==> src/rtl/paced_dual_op_adder.sv <==
// rtl/paced_dual_op_adder.sv - paced two-operand add/sub/accumulate unit with tick-enable sampling
module paced_dual_op_adder #(
  parameter int WIDTH = 7,
  parameter int DIV   = 2
) (
  input  logic             clk,
  input  logic             rst,
  input  logic             en,
  input  logic [WIDTH-1:0] a_in,
  input  logic [WIDTH-1:0] b_in,
  input  logic [1:0]       mode,
  input  logic             clr_acc,
  output logic [WIDTH:0]   result,
  output logic             out_valid,
  output logic             ovf
);

  localparam int CNT_W = (DIV > 1) ? $clog2(DIV) : 1;
  localparam logic [CNT_W-1:0] CNT_LAST = CNT_W'(DIV - 1);

  localparam logic [1:0] MODE_ADD  = 2'b00;
  localparam logic [1:0] MODE_SUB  = 2'b01;
  localparam logic [1:0] MODE_ACC  = 2'b10;

  logic [CNT_W-1:0] cnt;
  logic             tick;
  logic [WIDTH:0]   add_res;
  logic [WIDTH:0]   sub_res;
  logic [WIDTH+1:0] acc_sum;

  assign tick = en & (cnt == CNT_LAST);

  // The extra bit of acc_sum is the carry out of bit WIDTH; it only feeds ovf.
  always_comb begin
    add_res = {1'b0, a_in} + {1'b0, b_in};
    sub_res = {1'b0, a_in} - {1'b0, b_in};
    acc_sum = {1'b0, result} + {2'b00, a_in};
  end

  always_ff @(posedge clk) begin
    if (rst) begin
      cnt       <= '0;
      result    <= '0;
      out_valid <= 1'b0;
      ovf       <= 1'b0;
    end else begin
      if (en) begin
        cnt <= (cnt == CNT_LAST) ? '0 : cnt + CNT_W'(1);
      end

      out_valid <= 1'b0;
      if (clr_acc) begin
        result <= '0;
        ovf    <= 1'b0;
      end else if (tick) begin
        case (mode)
          MODE_ADD: begin
            result    <= add_res;
            out_valid <= 1'b1;
          end
          MODE_SUB: begin
            result    <= sub_res;
            out_valid <= 1'b1;
          end
          MODE_ACC: begin
            result    <= acc_sum[WIDTH:0];
            out_valid <= 1'b1;
            if (acc_sum[WIDTH+1]) begin
              ovf <= 1'b1;
            end
          end
          default: begin
          end
        endcase
      end
    end
  end

endmodule

==> config.mk <==
export PLATFORM = sky130hd
export DESIGN_NAME = paced_dual_op_adder
export DESIGN_NICKNAME = d
export VERILOG_FILES = /design/src/rtl/paced_dual_op_adder.sv
export SDC_FILE = /design/constraint.sdc
export NUM_CORES = 1
export LEC_CHECK = 0
export CAP_MARGIN = 10
export CORE_AREA = 2 2 50 52
export CTS_BUF_LIST = sky130_fd_sc_hd__clkbuf_4
export DETAILED_ROUTE_END_ITERATION = 16
export DIE_AREA = 0 0 52 54
export GPL_TIMING_DRIVEN = 0
export MAX_ROUTING_LAYER = met4
export PLACE_DENSITY_LB_ADDON = 0.05
export SLEW_MARGIN = 20
export SYNTH_ARGS = -nofsm -noshare
export SYNTH_HDL_FRONTEND = slang
export SYNTH_SLANG_ARGS = --single-unit
==> constraint.sdc <==
create_clock -name clk -period 4.5 [get_ports clk]
set_input_delay 0.675 -clock clk [delete_from_list [all_inputs] [get_ports clk]]
set_output_delay 0.675 -clock clk [all_outputs]
set_load 0.02 [all_outputs]
==> results of run 1 <==
[logic make-up (layout without fill, tap and decap cells)]
logic type      Yosys count  count (layout)  synth area share, %
simple gates             43              43                 17.8
fa+ha+maj                17              17                 19.8
flops                    11              11                 19.2
buf+inv                  13              46                 4.25
xor+xnor                 15              15                 11.5
mux                       1               1                0.872
compound gates           43              43                 26.6
[worst paths after layout]
check | startpoint | end | slack (ps) | cells after the start
hold reg to reg | ovf | ovf | 490 | 2
setup / recovery | mode[0] | result[7] | 1290 | 11
setup reg to reg | result[0] | ovf | 2310 | 8
hold / removal | ovf | ovf | 490 | 2
[synthesized netlist by cell type (2+ instances only)]
library cell  instances  area (um2)
o21bai_1              5        37.5
o211ai_1              4        30.0
a21o_1                2        15.0
xor2_1                3        26.3
ha_1                 15         188
o21ai_0               8        40.0
a21oi_1               7        35.0
nor2b_1               3        18.8
a211oi_1              2        15.0
clkbuf_1              4        15.0
inv_1                 9        33.8
nand2b_1              2        12.5
nand3_1               6        30.0
a211o_1               2        17.5
xnor2_1              12         105
fa_1                  2        40.0
nor3_1                8        40.0
dfxtp_1              11         220
a31oi_1               4        25.0
nand2_1               9        33.8
nor2_1               11        41.3
[through the flow]
step                power, uW  instances  hold slack [ps]  setup slack [ps]
CTS                       313        206              491              1270
finish                    312        206              485              1290
floorplan                 196        143              496              1900
detailed placement        240        202              472              1010
global placement          236        202              458              1040
global route              333        206              520              1040
[critical path, cell delays in order]
cell and delay, ps:
clkdlybuf4s50_1 510, nor2b_1 190, clkbuf_1 300, mux2i_1 330, ha_1 270, nor2b_1 140
o2111ai_1 190, nand4b_1 200, o31ai_2 260, xnor2_1 130, o41ai_2 190
[layout make-up]
type                    count  area (um2)  area share [%]
well taps                  30        37.5            2.49
plain buffers               4        15.0           0.998
repair buffers             29         290            19.3
flip-flops and latches     11         220            14.6
clock buffers               4        30.0            2.00
multi-input cells         119         878            58.4
inverters                   9        33.8            2.24
[sequential cells by signal (all words and copies together) (netlist names)]
| name | cells |
|---|---|
| out_valid | 1 |
| cnt | 1 |
| result | 8 |
| ovf | 1 |
[routing by layer]
| layer | vias up | track usage, % | share of wire, % |
|---|---|---|---|
| li1 | 595 | - | - |
| met1 | 520 | 27.0 | 49 |
| met2 | 22 | 37.1 | 48 |
| met3 | 4 | 1.94 | 1.7 |
| met4 | 0 | 6.14 | 1.1 |
| met5 | - | - | 0 |
[cells in the final DEF (no fill, tap or decap), drive strengths merged, types with 6 or more instances in the layout]
cell type,count
xnor2,12
o21ai,8
ha,15
nor3,8
clkdlybuf4s50,29
nand3,6
clkbuf,8
nor2,11
dfxtp,11
a21oi,7
inv,9
nand2,9
[power by group through the flow]
stage / clock, uW / sequential (uW) / combinational, uW
final: 74.6 / 102 / 135
after global routing: 78.3 / 103 / 152
after CTS: 74.7 / 102 / 136
after detailed placement: 0 / 105 / 135
after global placement: 0 / 105 / 131
after floorplan: 0 / 107 / 89.0
==> reports/qor.csv, run 1 <==
metric,value,unit
avgSynthCellArea,8.02,um2
portBuffers,29,
relSlewSlack,67.5,%
p_sw_share,34.0,%
clockRootBuffer,clkbuf_4,
seq_area_frac_synth,19.2,%
cts_made_buffers,3,
synth-seq-cells,11,
pwr-share-seq,32.8,%
synth_fp_nets,180,
syn_inst,143,
fmaxAchievable,311,MHz
antenna_left,0,
arrival,3390,ps
finalSetupTns,0,ps
synth_edf_count,0,
tightest_slew,487,ps
slew_viol_final,0,
worstSetupStartpointType,input port,
cts_tree,built,
avgViaCountPerCell,5.54,
gp_congestion,0.926,
skew,1.64,ps
track_usage,21.6,%
die-area,2810,um2
wl_per_cell,13.2,um
path_max_fanout,7,
drt_wl_total,2720,um
powerDensity,208,nW/um2
worstSetupPathType,input port to register,
syn_area,1150,um2
drt-pass1-iter-count,4,
coreArea,2320,um2
grt_max_degree,11,
worstSkewPairLatency,260,ps
postLayoutCellArea,1510,um2
grt_pass1_wl,4420,um
cts_sinks,11,
p_int,206,uW
grt_pass1_vias,1018,
pwr-share-clk,23.9,%
die_w,52,um
hpwl,2240,um
period_needed,3210,ps
finalHoldViolCount,0,
outcome,completed,
min_path_type,register to register,
maxCapViolations,0,
fillers,219,
switchingPower,106,uW
period_share,71.4,%
drive_gt1_share,3.98,%
ys_warn_count,0,
cts_max_path_buffers,2,
antenna_found_initial,0,
rows,18,
synth_ff_type,dfxtp_1,
cp-end-kind,register,
p_leak,0.000605,uW
initial_core_util,49.5,%
ys_types,35,
hold_buffers,0,
syn_to_final_growth,31.2,%
place_area,1480,um2
rsz0062_at_grt,false,
nNetsFinal,214,
cts.htree.levels,1,
drc,0,
vias,1141,
fin_util,64.9,%
cts-resized-gates,0,
clk_pin_slew,70,ps
power.share.combinational,43.4,%
antennaDiodeCount,0,
first_iter_violations,25,
postCtsSetupBuffers,0,
synth-async-reset-ratio,0,%
grt_overflow_total,0,
setup_violations,0,
required,4670,ps
ios,30,
vdd_drop_max,0.124,mV
fp.dieH,54,um
Note: power is estimated with default switching activity, not from simulation.
==> run 2: changes to the inputs <==
Settings changed: CORE_AREA 2 2 50 52 to 2 2 54 56, DIE_AREA 0 0 52 54 to 0 0 56 58.
Clock period 4.5 ns to 2.95 ns, I/O delays scaled along.
==> run 2 against run 1 <==
- critical path depth did not move
- register-to-register slack got worse by 1500 ps
- cell count rose by 0.49%
- final area rose by 1.2%
- via count fell by 1.4%
- routed wire length rose by 7.9%
- non-clock buffer count did not move
- combinational power rose by 58%
- flip-flop and latch count did not move
- utilization fell by 7.7 points
- global-route usage fell by 1.2 points
- clock power rose by 62%
- critical path type unchanged
- highest routed layer unchanged
==> reports/qor.csv, run 2 (synthesis results as in run 1) <==
metric,value,unit,change
clk_pin_slew,80,ps,was 70 ps
cp_common_cell,nor2b_1,,unchanged
initial_core_util,43.1,%,was 49.5%
hpwl,2390,um,was 2240 um
grt_pass1_vias,1135,,was 1018
tightest_slew,489,ps,was 487 ps
period_needed,2830,ps,
largest_reg_flops,8,,unchanged
vias,1125,,was 1141
busiest_layer,met2,,unchanged
cts_sinks,11,,unchanged
nNetsFinal,214,,unchanged
die_w,56,um,was 52 um
drive_gt1_share,5.11,%,was 3.98%
outcome,completed,,unchanged
cp_cell_sequence,"clkdlybuf4s50_1, nor2b_1, clkbuf_4, mux2i_4, ha_1, nor2b_1, o2111ai_1, nand4b_1, o31ai_2, xnor2_1, o41ai_2",,"was clkdlybuf4s50_1, nor2b_1, clkbuf_1, mux2i_1, ha_1, nor2b_1, o2111ai_1, nand4b_1, o31ai_2, xnor2_1, o41ai_2"
path_max_fanout,7,,unchanged
final_cell_mix,"clkdlybuf4s50_1, ha_1, xnor2_1",,unchanged
maxCapViolations,0,,unchanged
cp-end-kind,register,,unchanged
p_leak,0.000609,uW,was 0.000605 uW
finalHoldViolCount,0,,unchanged
avgViaCountPerCell,5.43,,was 5.54
gp_congestion,0.828,,was 0.926
relSlewSlack,67.4,%,was 67.5%
ios,30,,unchanged
antennaDiodeCount,0,,unchanged
preCtsSetupSlack,-371,ps,was 1010 ps
cts.htree.levels,1,,unchanged
postCtsSetupBuffers,0,,unchanged
drt_wl_total,2940,um,was 2720 um
clockRootBuffer,clkbuf_4,,unchanged
met2_usage,34.8,%,was 37.1%
final_common_cell,clkdlybuf4s50_1,,unchanged
setup_violations,0,,unchanged
portBuffers,29,,unchanged
slew_viol_final,0,,unchanged
fmaxAchievable,353,MHz,
grt_max_degree,11,,unchanged
crit_buf_inv,2,,unchanged
cts_tree,built,,unchanged
die-area,3250,um2,was 2810 um2
rows,19,,was 18
worstSkewPairLatency,280,ps,was 260 ps
drc,0,,unchanged
cts_max_path_buffers,2,,unchanged
drt-pass1-iter-count,4,,unchanged
cpPeakStageDelay,510,ps,about the same
grt_overflow_total,0,,unchanged
track_usage,20.3,%,was 21.6%
worstSetupPathType,input port to register,,unchanged
skew,0.481,ps,was 1.64 ps
period_share,96.0,%,
cts_made_buffers,3,,unchanged
first_iter_violations,17,,was 25
grt_use_met1,24.7,%,was 27.0%
hold_buffers,0,,unchanged
arrival,3020,ps,was 3390 ps
fin_util,57.2,%,was 64.9%
coreArea,2660,um2,was 2320 um2
fp.dieH,58,um,was 54 um
worstSetupStartpointType,input port,,unchanged
antenna_left,0,,unchanged
required,3140,ps,was 4670 ps
grt_pass1_wl,5030,um,was 4420 um
largest_register,result,,unchanged
grt_use_met3,2.01,%,was 1.94%
slowest_stage,clkdlybuf4s50_1,,unchanged
powerDensity,322,nW/um2,was 208 nW/um2
antenna_found_initial,0,,unchanged
rsz0062_at_grt,false,,unchanged
wl_per_cell,14.2,um,was 13.2 um
worst_slack,117,ps,was 1290 ps
min_path_type,register to register,,unchanged
syn_to_final_growth,32.7,%,was 31.2%
cp_top_family,buffers and inverters,,unchanged
vdd_drop_max,0.185,mV,was 0.124 mV
-- run 2: what timing repair did --
action | CTS | global route
hold endpoints to repair | 0 | 0
pin swaps | 0 | 0
resized for setup | 2 | 3
endpoints found under the setup margin | 2 | 2
-- run 2: worst paths after layout --
check	start	to	slack, ps	cells past startpoint
hold reg to reg	result[2]	result[2]	490	2
setup reg to reg	result[0]	ovf	810	8
setup / recovery	mode[0]	result[7]	120	11
hold / removal	result[2]	result[2]	490	2
-- run 2: metrics by stage --
step                      std cells  power (uW)  hold slack, ps  setup TNS [ps]  instance area [um2]
after floorplan                 143         298             496               0                 1150
after global placement          203         362             458            -688                 1480
after detailed placement        203         367             483            -927                 1480
after CTS                       207         487             494               0                 1510
after global routing            207         521             522               0                 1520
final                           207         490             494               0                 1520
-- run 2: area by class of cell --
type	count	area (um2)
timing repair buffer	29	290
buffer	4	18.8
fill	265	1140
clock buffer	4	30.0
tap	31	38.8
sequential	11	220
inverter	9	33.8
multi-input combinational	119	891
-- run 2: where the power goes --
part | total, uW | switching, uW | internal [uW]
Sequential | 156 | 3.48 | 153
Clock | 121 | 59.2 | 61.7
Combinational | 213 | 109 | 103
-- run 2: worst register-to-register path: cells and delay by family, from the launching register on --
family	cells	cell delay (ps)
DFF	1	330
and+or+nand+nor	1	60
adders and majority gates	2	640
AOI/OAI and AO/OA	5	990
-- run 2: per-layer routing --
metal / vias to the layer above / routed length [um] / share of wire [%]
li1: 592 / - / -
met1: 502 / 1400 / 48
met2: 27 / 1400 / 48
met3: 4 / 90 / 3.1
met4: 0 / 39 / 1.3
met5: - / 0 / 0
